File: src/rtl/uart_tx_arb.sv
// Round-robin arbiter/sequencer sharing one UART transmitter among NUM_REQ byte producers.
// Define UART_ARB_PRIO_EN to give requester 0 strict priority over a round-robin of the rest.
module uart_tx_arb #(
    parameter int NUM_REQ = 4,
    parameter int IDX_W   = $clog2(NUM_REQ)
) (
    input  logic                   clk,
    input  logic                   rst,
    input  logic [NUM_REQ-1:0]     req,
    input  logic [8*NUM_REQ-1:0]   req_data,
    output logic [NUM_REQ-1:0]     ack,
    output logic                   trmt,
    output logic [7:0]             tx_data,
    input  logic                   tx_done,
    output logic                   busy,
    output logic [IDX_W-1:0]       gnt_id
);

    typedef enum logic [2:0] {
        ST_IDLE = 3'd0,
        ST_SEND = 3'd1,
        ST_CLR  = 3'd2,
        ST_BUSY = 3'd3,
        ST_ACK  = 3'd4
    } state_t;

    state_t             state_r;
    state_t             state_s;
    logic [IDX_W-1:0]   rr_ptr_r;
    logic [IDX_W-1:0]   rr_ptr_s;
    logic [NUM_REQ-1:0] ack_s;
    logic               trmt_s;
    logic               busy_s;
    logic [7:0]         tx_data_s;
    logic [IDX_W-1:0]   gnt_id_s;
    logic               win_vld_s;
    logic [IDX_W-1:0]   win_idx_s;
    logic [IDX_W-1:0]   cand_s;
    logic [IDX_W-1:0]   floor_s;

    // Increment with explicit wrap; floor_idx is the index the pointer wraps back to.
    function automatic logic [IDX_W-1:0] wrap_inc(input logic [IDX_W-1:0] idx,
                                                  input logic [IDX_W-1:0] floor_idx);
        if (int'(idx) >= NUM_REQ - 1) begin
            wrap_inc = floor_idx;
        end else begin
            wrap_inc = idx + IDX_W'(1'b1);
        end
    endfunction

    // Winner search: first asserted request at or above the start index, wrapping.
    always_comb begin
        win_vld_s = 1'b0;
        win_idx_s = '0;
`ifdef UART_ARB_PRIO_EN
        floor_s = IDX_W'(1'b1);
        if (rr_ptr_r == '0) begin
            cand_s = IDX_W'(1'b1);
        end else begin
            cand_s = rr_ptr_r;
        end
        if (req[0]) begin
            win_vld_s = 1'b1;
            win_idx_s = '0;
        end else begin
            for (int i = 0; i < NUM_REQ - 1; i++) begin
                if (!win_vld_s && req[cand_s]) begin
                    win_vld_s = 1'b1;
                    win_idx_s = cand_s;
                end else begin
                    win_vld_s = win_vld_s;
                end
                cand_s = wrap_inc(cand_s, floor_s);
            end
        end
`else
        floor_s = '0;
        cand_s  = rr_ptr_r;
        for (int i = 0; i < NUM_REQ; i++) begin
            if (!win_vld_s && req[cand_s]) begin
                win_vld_s = 1'b1;
                win_idx_s = cand_s;
            end else begin
                win_vld_s = win_vld_s;
            end
            cand_s = wrap_inc(cand_s, floor_s);
        end
`endif
    end

    // Next-state and next-output logic; every output is taken from a register.
    always_comb begin
        state_s   = state_r;
        rr_ptr_s  = rr_ptr_r;
        ack_s     = '0;
        tx_data_s = tx_data;
        gnt_id_s  = gnt_id;
        case (state_r)
            ST_IDLE: begin
                if (tx_done && win_vld_s) begin
                    state_s   = ST_SEND;
                    tx_data_s = req_data[{win_idx_s, 3'b000} +: 8];
                    gnt_id_s  = win_idx_s;
                end else begin
                    state_s = ST_IDLE;
                end
            end
            ST_SEND: begin
                state_s = ST_CLR;
            end
            ST_CLR: begin
                // A high tx_done here is left over from the previous byte.
                if (!tx_done) begin
                    state_s = ST_BUSY;
                end else begin
                    state_s = ST_CLR;
                end
            end
            ST_BUSY: begin
                if (tx_done) begin
                    state_s       = ST_ACK;
                    ack_s[gnt_id] = 1'b1;
                end else begin
                    state_s = ST_BUSY;
                end
            end
            ST_ACK: begin
                state_s = ST_IDLE;
`ifdef UART_ARB_PRIO_EN
                if (gnt_id != '0) begin
                    rr_ptr_s = wrap_inc(gnt_id, IDX_W'(1'b1));
                end else begin
                    rr_ptr_s = rr_ptr_r;
                end
`else
                rr_ptr_s = wrap_inc(gnt_id, '0);
`endif
            end
            default: begin
                state_s = ST_IDLE;
            end
        endcase
        trmt_s = (state_s == ST_SEND);
        busy_s = (state_s != ST_IDLE);
    end

    // State, pointer and output registers.
    always_ff @(posedge clk or posedge rst) begin
        if (rst) begin
            state_r  <= ST_IDLE;
            rr_ptr_r <= '0;
            ack      <= '0;
            trmt     <= 1'b0;
            tx_data  <= 8'h00;
            busy     <= 1'b0;
            gnt_id   <= '0;
        end else begin
            state_r  <= state_s;
            rr_ptr_r <= rr_ptr_s;
            ack      <= ack_s;
            trmt     <= trmt_s;
            tx_data  <= tx_data_s;
            busy     <= busy_s;
            gnt_id   <= gnt_id_s;
        end
    end

endmodule
File: config.mk
export PLATFORM = sky130hd
export DESIGN_NAME = uart_tx_arb
export DESIGN_NICKNAME = d
export VERILOG_FILES = /design/src/rtl/uart_tx_arb.sv
export SDC_FILE = /design/constraint.sdc
export NUM_CORES = 1
export LEC_CHECK = 0
export ABC_AREA = 1
export ABC_CLOCK_PERIOD_IN_PS = 1800
export BUFFER_PORTS_ARGS = -buffer_cell sky130_fd_sc_hd__clkbuf_2
export CAP_MARGIN = 20
export CORE_ASPECT_RATIO = 0.5
export CORE_MARGIN = 1.5
export CORE_UTILIZATION = 45
export DETAILED_ROUTE_END_ITERATION = 8
export GPL_TIMING_DRIVEN = 0
export PLACE_DENSITY = 0.86
export SYNTH_ARGS = -nofsm -noshare
export SYNTH_HDL_FRONTEND = slang
export SYNTH_SLANG_ARGS = --single-unit
File: constraint.sdc
create_clock -name clk -period 1.8 [get_ports clk]
set_input_delay 0.27 -clock clk [delete_from_list [all_inputs] [get_ports clk]]
set_output_delay 0.27 -clock clk [all_outputs]
set_load 0.05 [all_outputs]
==> out/results.tsv, run 1 <==
metric	value	unit
fmax	505	MHz
GPL Wtd Cong	0.813	
failing checks	negative setup slack	
#FFs+latches synth	21	
CP startpoint	rr_ptr_r[0]	
io pins	55	
clk_skew	6.30	ps
total grt overflow	0	
Crit Path Category	reg2reg	
clk_lat worst skew	270	ps
design area	2320	um^2
Post-DP HPWL	2920	um
crit-path cells	ha_4, inv_4, nand2_2, nand2_2, nand2_1, nand2_2, nand3_4, clkinv_4, nand2_2, nand2_4, buf_6, nand3_1, nand2_1, nand2_1, nand2_1	
CTS tree	yes	
DRC viols	0	
core area	3450	um^2
Reg clk slew, reported paths	80	ps
top post-synthesis cells by area	dfrtp_1 (32%), nand2_1 (18%), nand3_1 (11%), inv_1 (9.9%), nand2_2 (4.6%)	
post-route ant nets	0	
Max clock buf depth	2	
min Tclk post-route	1980	ps
Max transition margin	0.469	
DRT Pass-1 Iters	4	
routed len/inst	12.0	um
CTS sink cnt	21	
worst setup margin	-180	ps
post-synthesis cell area	1630	um^2
RR Startpoint	rr_ptr_r[0]	
Worst setup SP type	flop	
vias in the first global route	1623	
syn_area_per_cell	6.89	um^2
All-Layer GR Usage	0.230	
Slew @ Worst Pin	795	ps
initial antenna violation count	0	
DRT Wirelength	4350	um
commonest non-fill, non-tap cell in the layout	nand2_1	
pin count of the biggest net entering global routing	22	
Vias/cell	4.82	
register area share after synthesis	0.323	
# diodes	0	
post-placement cell count	341	
post-synth cell types	25	
DR iter-0 viols	104	
Die Wd	88.0	um
max cap viols	0	
final hold vios	0	
Synth warnings	0	
H-Tree Depth	1	
# setup viols final	11	
Mapped Nets	280	
Net count, final	357	
Die H	45.5	um
DP Area	1980	um^2
Syn Inst Count	236	
most frequent cells in the layout	nand2_1 (65), clkbuf_2 (54), inv_1 (42), nand3_1 (30), dfrtp_1 (21)	
cts bufs inserted	3	
Crit path arrival time	2150	ps
CP required	1970	ps
layout cell share with drive strength beyond 1	0.407	
outcome	complete, but fails checks	
Core Rows	15	
CP endpoint kind	flop	
Starting Density	0.471	
hold_ws	121	ps
Hold Buf Count CTS	0	
Max Transition Viols Final	0	
first-pass GRT wire length	6990	um
die area	4000	um^2
Critical Path Slowest Stage Cell	dfrtp_1	
I/O Buffers	54	
Yosys top cell by area	dfrtp_1	
fillers	253	
CP max FO	5	
unrepaired setup endpoints after global routing	yes	
period utilisation layout	1.10	
area delta synth->final	42.6	%
Max stage delay on crit path	420	ps
Root Buffer	clkbuf_8	
Worst Hold Class	in2async	
final instance count without filler cells	363	
vias post-DR	1749	
top-area cell type share of the netlist area	0.323	
[registers in the layout (all words and copies together) (netlist names)]
| signal | flops |
|---|---|
| gnt_id | 2 |
| busy | 1 |
| tx_data | 8 |
| state_r | 3 |
| rr_ptr_r | 2 |
| trmt | 1 |
| ack | 4 |
[repair_timing]
action	4_1_cts	5_1_grt
resized for setup	27	12
endpoints found under the setup margin	11	11
pin swaps	17	10
cloned	1	0
buffers inserted	16	1
[cells in the mapped netlist]
master	number
nor2_1	11
nand2_2	12
nor2_2	1
or2_0	2
inv_1	43
nand3_1	35
nand3_2	3
nor2_8	2
nand2_4	4
dfrtp_1	21
o31ai_1	2
ha_1	5
o21ai_2	1
inv_6	1
inv_2	1
nand2_1	77
o21ai_0	2
buf_2	1
nor3_1	3
clkinv_4	1
buf_6	2
a21oi_1	2
nor2_4	1
nand3_4	2
nand3b_1	1
[final timing paths]
path | endpoint | slack (ps) | cells after the start
max in group asynchronous | busy | 1180 | 2
hold reg to reg | tx_data[3] | 510 | 2
setup reg to reg | tx_data[3] | -180 | 15
hold / removal | tx_data[4] | 120 | 2
setup / recovery | tx_data[3] | -180 | 15
min in group clk | state_r[0] | 270 | 2
[final cells by class]
| cell class | instances | area (um^2) | share of cell area |
|---|---|---|---|
| Clock buffer | 4 | 45.0 | 0.0194 |
| Timing Repair Buffer | 72 | 410 | 0.177 |
| Inverter | 46 | 193 | 0.0832 |
| Multi-Input combinational cell | 166 | 1050 | 0.451 |
| Buffer | 3 | 33.8 | 0.0146 |
| Sequential cell | 21 | 526 | 0.227 |
| Tap cell | 51 | 63.8 | 0.0275 |
[worst max-delay path, delay by kind of cell (launching register included)]
| kind | cells | cell delay, ps |
|---|---|---|
| buf+inv | 3 | 300 |
| simple gates | 11 | 820 |
| fa+ha+maj | 1 | 330 |
| flops | 1 | 420 |
[cells by family after synthesis]
| logic type | after synthesis | synth area share |
|---|---|---|
| AND/OR/NAND/NOR | 154 | 0.482 |
| flip-flops | 21 | 0.323 |
| adder cells (fa/ha/maj) | 5 | 0.0385 |
| AO/OA/AOI/OAI | 7 | 0.0269 |
| buffers and inverters | 49 | 0.129 |
[layer usage]
layer,GRT usage,up-vias,share of wire
met2,0.415,53,0.50
met4,0.0698,0,0.018
met5,0,-,0
li1,-,876,-
met3,0.0525,10,0.046
met1,0.279,810,0.43
[metrics by stage]
step	setup TNS, ps	setup slack, ps	utilization
5_1_grt	-2610	-305	0.671
6_report	-1380	-180	0.671
2_1_floorplan	-98.7	-26.7	-
4_1_cts	-970	-147	0.655
3_5_place_dp	-1860	-241	0.575
3_3_place_gp	-1380	-182	0.575
Power of run 1 is not shown: default switching activity piles up to over one toggle a cycle in this logic, so the estimate is an artifact.
==> run 2: changes to the inputs <==
==> config.mk (replaced) <==
export PLATFORM = sky130hd
export DESIGN_NAME = uart_tx_arb
export DESIGN_NICKNAME = d
export VERILOG_FILES = /design/src/rtl/uart_tx_arb.sv
export SDC_FILE = /design/constraint.sdc
export NUM_CORES = 1
export LEC_CHECK = 0
export ABC_AREA = 1
export ABC_CLOCK_PERIOD_IN_PS = 2360
export BUFFER_PORTS_ARGS = -buffer_cell sky130_fd_sc_hd__clkbuf_2
export CAP_MARGIN = 20
export CORE_ASPECT_RATIO = 0.5
export CORE_MARGIN = 1
export CORE_UTILIZATION = 54
export DETAILED_ROUTE_END_ITERATION = 8
export GPL_TIMING_DRIVEN = 0
export PLACE_DENSITY = 0.95
export SYNTH_ARGS = -nofsm -noshare
export SYNTH_HDL_FRONTEND = slang
export SYNTH_SLANG_ARGS = --single-unit
==> constraint.sdc (replaced) <==
create_clock -name clk -period 2.36 [get_ports clk]
set_input_delay 0.118 -clock clk [delete_from_list [all_inputs] [get_ports clk]]
set_output_delay 0.118 -clock clk [all_outputs]
set_load 0.05 [all_outputs]
==> run 2 against run 1 <==
The run now ends clean. Non-clock buffer count decreased by 17. Via count decreased by 4.6%. Core utilization increased by 7.2 points. Hold slack got worse by 11 ps. Critical endpoint is now tx_data[6]. Largest cell class unchanged. Highest routed layer unchanged.
==> out/results.tsv, run 2 (synthesis gave the netlist of run 1 again) <==
metric	value	unit
core area	2720	um^2
pin count of the biggest net entering global routing	22	
max reg flops	8	
Crit path arrival time	2270	ps
Net count, final	340	
# setup viols final	0	
vias post-DR	1669	
Slew @ Worst Pin	769	ps
Die H	40.8	um
I/O Buffers	54	
DRT Wirelength	3810	um
cts bufs inserted	3	
commonest non-fill, non-tap cell in the layout	nand2_1	
DRC viols	0	
initial antenna violation count	0	
Max transition margin	0.487	
hold_sp	tx_done	
most frequent cells in the layout	nand2_1 (76), clkbuf_2 (54), inv_1 (43), nand3_1 (35), dfrtp_1 (21)	
clk_skew	8.55	ps
Starting Density	0.598	
GR Util met1	0.293	
fin util	0.743	
Critical Path Slowest Stage Cell	dfrtp_1	
CP required	2510	ps
CTS tree	yes	
CP endpoint kind	flop	
met2 Use GR	0.511	
Largest Register	tx_data	
P_leak	1.25	nW
Reg clk slew, reported paths	80	ps
CTS sink cnt	21	
RR Startpoint	rr_ptr_r[1]	
CP max FO	10	
fmax	472	MHz
# diodes	0	
reg2reg end	tx_data[6]	
io pins	55	
routed len/inst	11.5	um
top flop regs	tx_data (8), ack (4), state_r (3)	
min Tclk post-route	2120	ps
DRT Pass-1 Iters	4	
Max clock buf depth	2	
Vias/cell	5.03	
met3 global-route usage	0.0533	
period utilisation layout	0.898	
Setup TNS	0	ps
worst vdd ir	1.04	mV
fillers	199	
Post-DP HPWL	2990	um
final hold vios	0	
CP most frequent cell	nand2_1	
area delta synth->final	24.2	%
PwrDens	1700	nW/um^2
total grt overflow	0	
All-Layer GR Usage	0.254	
Post-CTS Repair Setup Buffers	0	
Min-Delay Endpoint	state_r[0]	
Max Transition Viols Final	0	
DR iter-0 viols	119	
post-route ant nets	0	
Top Usage Layer GRT	met2	
flop-to-flop setup slack	240	ps
H-Tree Depth	1	
layout cell share with drive strength beyond 1	0.312	
Core Rows	13	
GPL Wtd Cong	0.871	
unrepaired setup endpoints after global routing	no	
Crit Path Category	reg2reg	
Worst Hold Class	in2reg	
R2R depth	13	
Root Buffer	clkbuf_8	
crit-path cells	ha_4, inv_1, nand2_1, nand2_1, nand2_1, nand2_1, nand2_1, nand3_1, nand2_2, nand2_4, or2_0, nand3_1, nand3_1	
first-pass GRT wire length	6020	um
Die Wd	79.6	um
die area	3250	um^2
Max stage delay on crit path	430	ps
max cap viols	0	
hold depth	2	
clk_lat worst skew	260	ps
Worst setup SP type	flop	
vias in the first global route	1392	
outcome	finished clean	
==> run 2: worst max-delay path by stage <==
stage	from	slack (ps)	cells past startpoint	end
after floorplan	rr_ptr_r[1]	410	13	tx_data[0]
after global placement	rr_ptr_r[1]	220	13	tx_data[6]
after detailed placement	rr_ptr_r[1]	70	13	tx_data[6]
after CTS	rr_ptr_r[1]	40	13	tx_data[6]
after global routing	rr_ptr_r[1]	70	13	tx_data[6]
final	rr_ptr_r[1]	240	13	tx_data[6]
==> run 2: per-layer routing <==
layer | wire length, um | vias up
met4 | 33 | 0
met2 | 1950 | 70
met3 | 245 | 4
li1 | - | 839
met5 | 0 | -
met1 | 1580 | 756
==> run 2: power breakdown <==
part           internal, mW  switching (mW)  total (mW)
clock                 0.118           0.112       0.230
sequential            0.498          0.0976       0.595
combinational         0.812            1.80        2.62
==> run 2: through the flow <==
| stage | total power [mW] | hold slack (ps) | worst slack [ps] | instance area [um^2] | instances |
|---|---|---|---|---|---|
| global placement | 3.01 | 250 | 223 | 1940 | 327 |
| floorplan | 2.61 | 94.5 | 413 | 1630 | 236 |
| finish | 3.44 | 109 | 240 | 2020 | 332 |
| global route | 3.74 | 122 | 66.6 | 2020 | 332 |
| detailed placement | 3.12 | 260 | 66.9 | 1940 | 327 |
| CTS | 3.37 | 105 | 39.5 | 2000 | 332 |
==> run 2: cell type report <==
| class | count | area, um^2 | share of cell area |
|---|---|---|---|
| Buffer | 3 | 27.5 | 0.0136 |
| Clock buffer | 3 | 41.3 | 0.0205 |
| Clock inverter | 1 | 5.00 | 0.00248 |
| Inverter | 46 | 183 | 0.0905 |
| Multi-Input combinational cell | 166 | 910 | 0.451 |
| Sequential cell | 21 | 526 | 0.260 |
| Tap cell | 37 | 46.3 | 0.0229 |
| Timing Repair Buffer | 55 | 280 | 0.139 |
==> run 2: worst max-delay path, delay by kind of cell, from the launching register on <==
family / cells / cell delay [ps]
fa+ha+maj: 1 / 330
buf+inv: 1 / 80
flops: 1 / 430
simple gates: 11 / 1180
==> run 2: what timing repair did <==
| item | in CTS | in global routing |
|---|---|---|
| setup endpoints to repair | 0 | 8 |
| gates resized for setup | 0 | 4 |
| hold buffers | 1 | 0 |
| endpoints found under the hold margin | 12 | 0 |
Note: power is estimated with default switching activity, not from simulation.
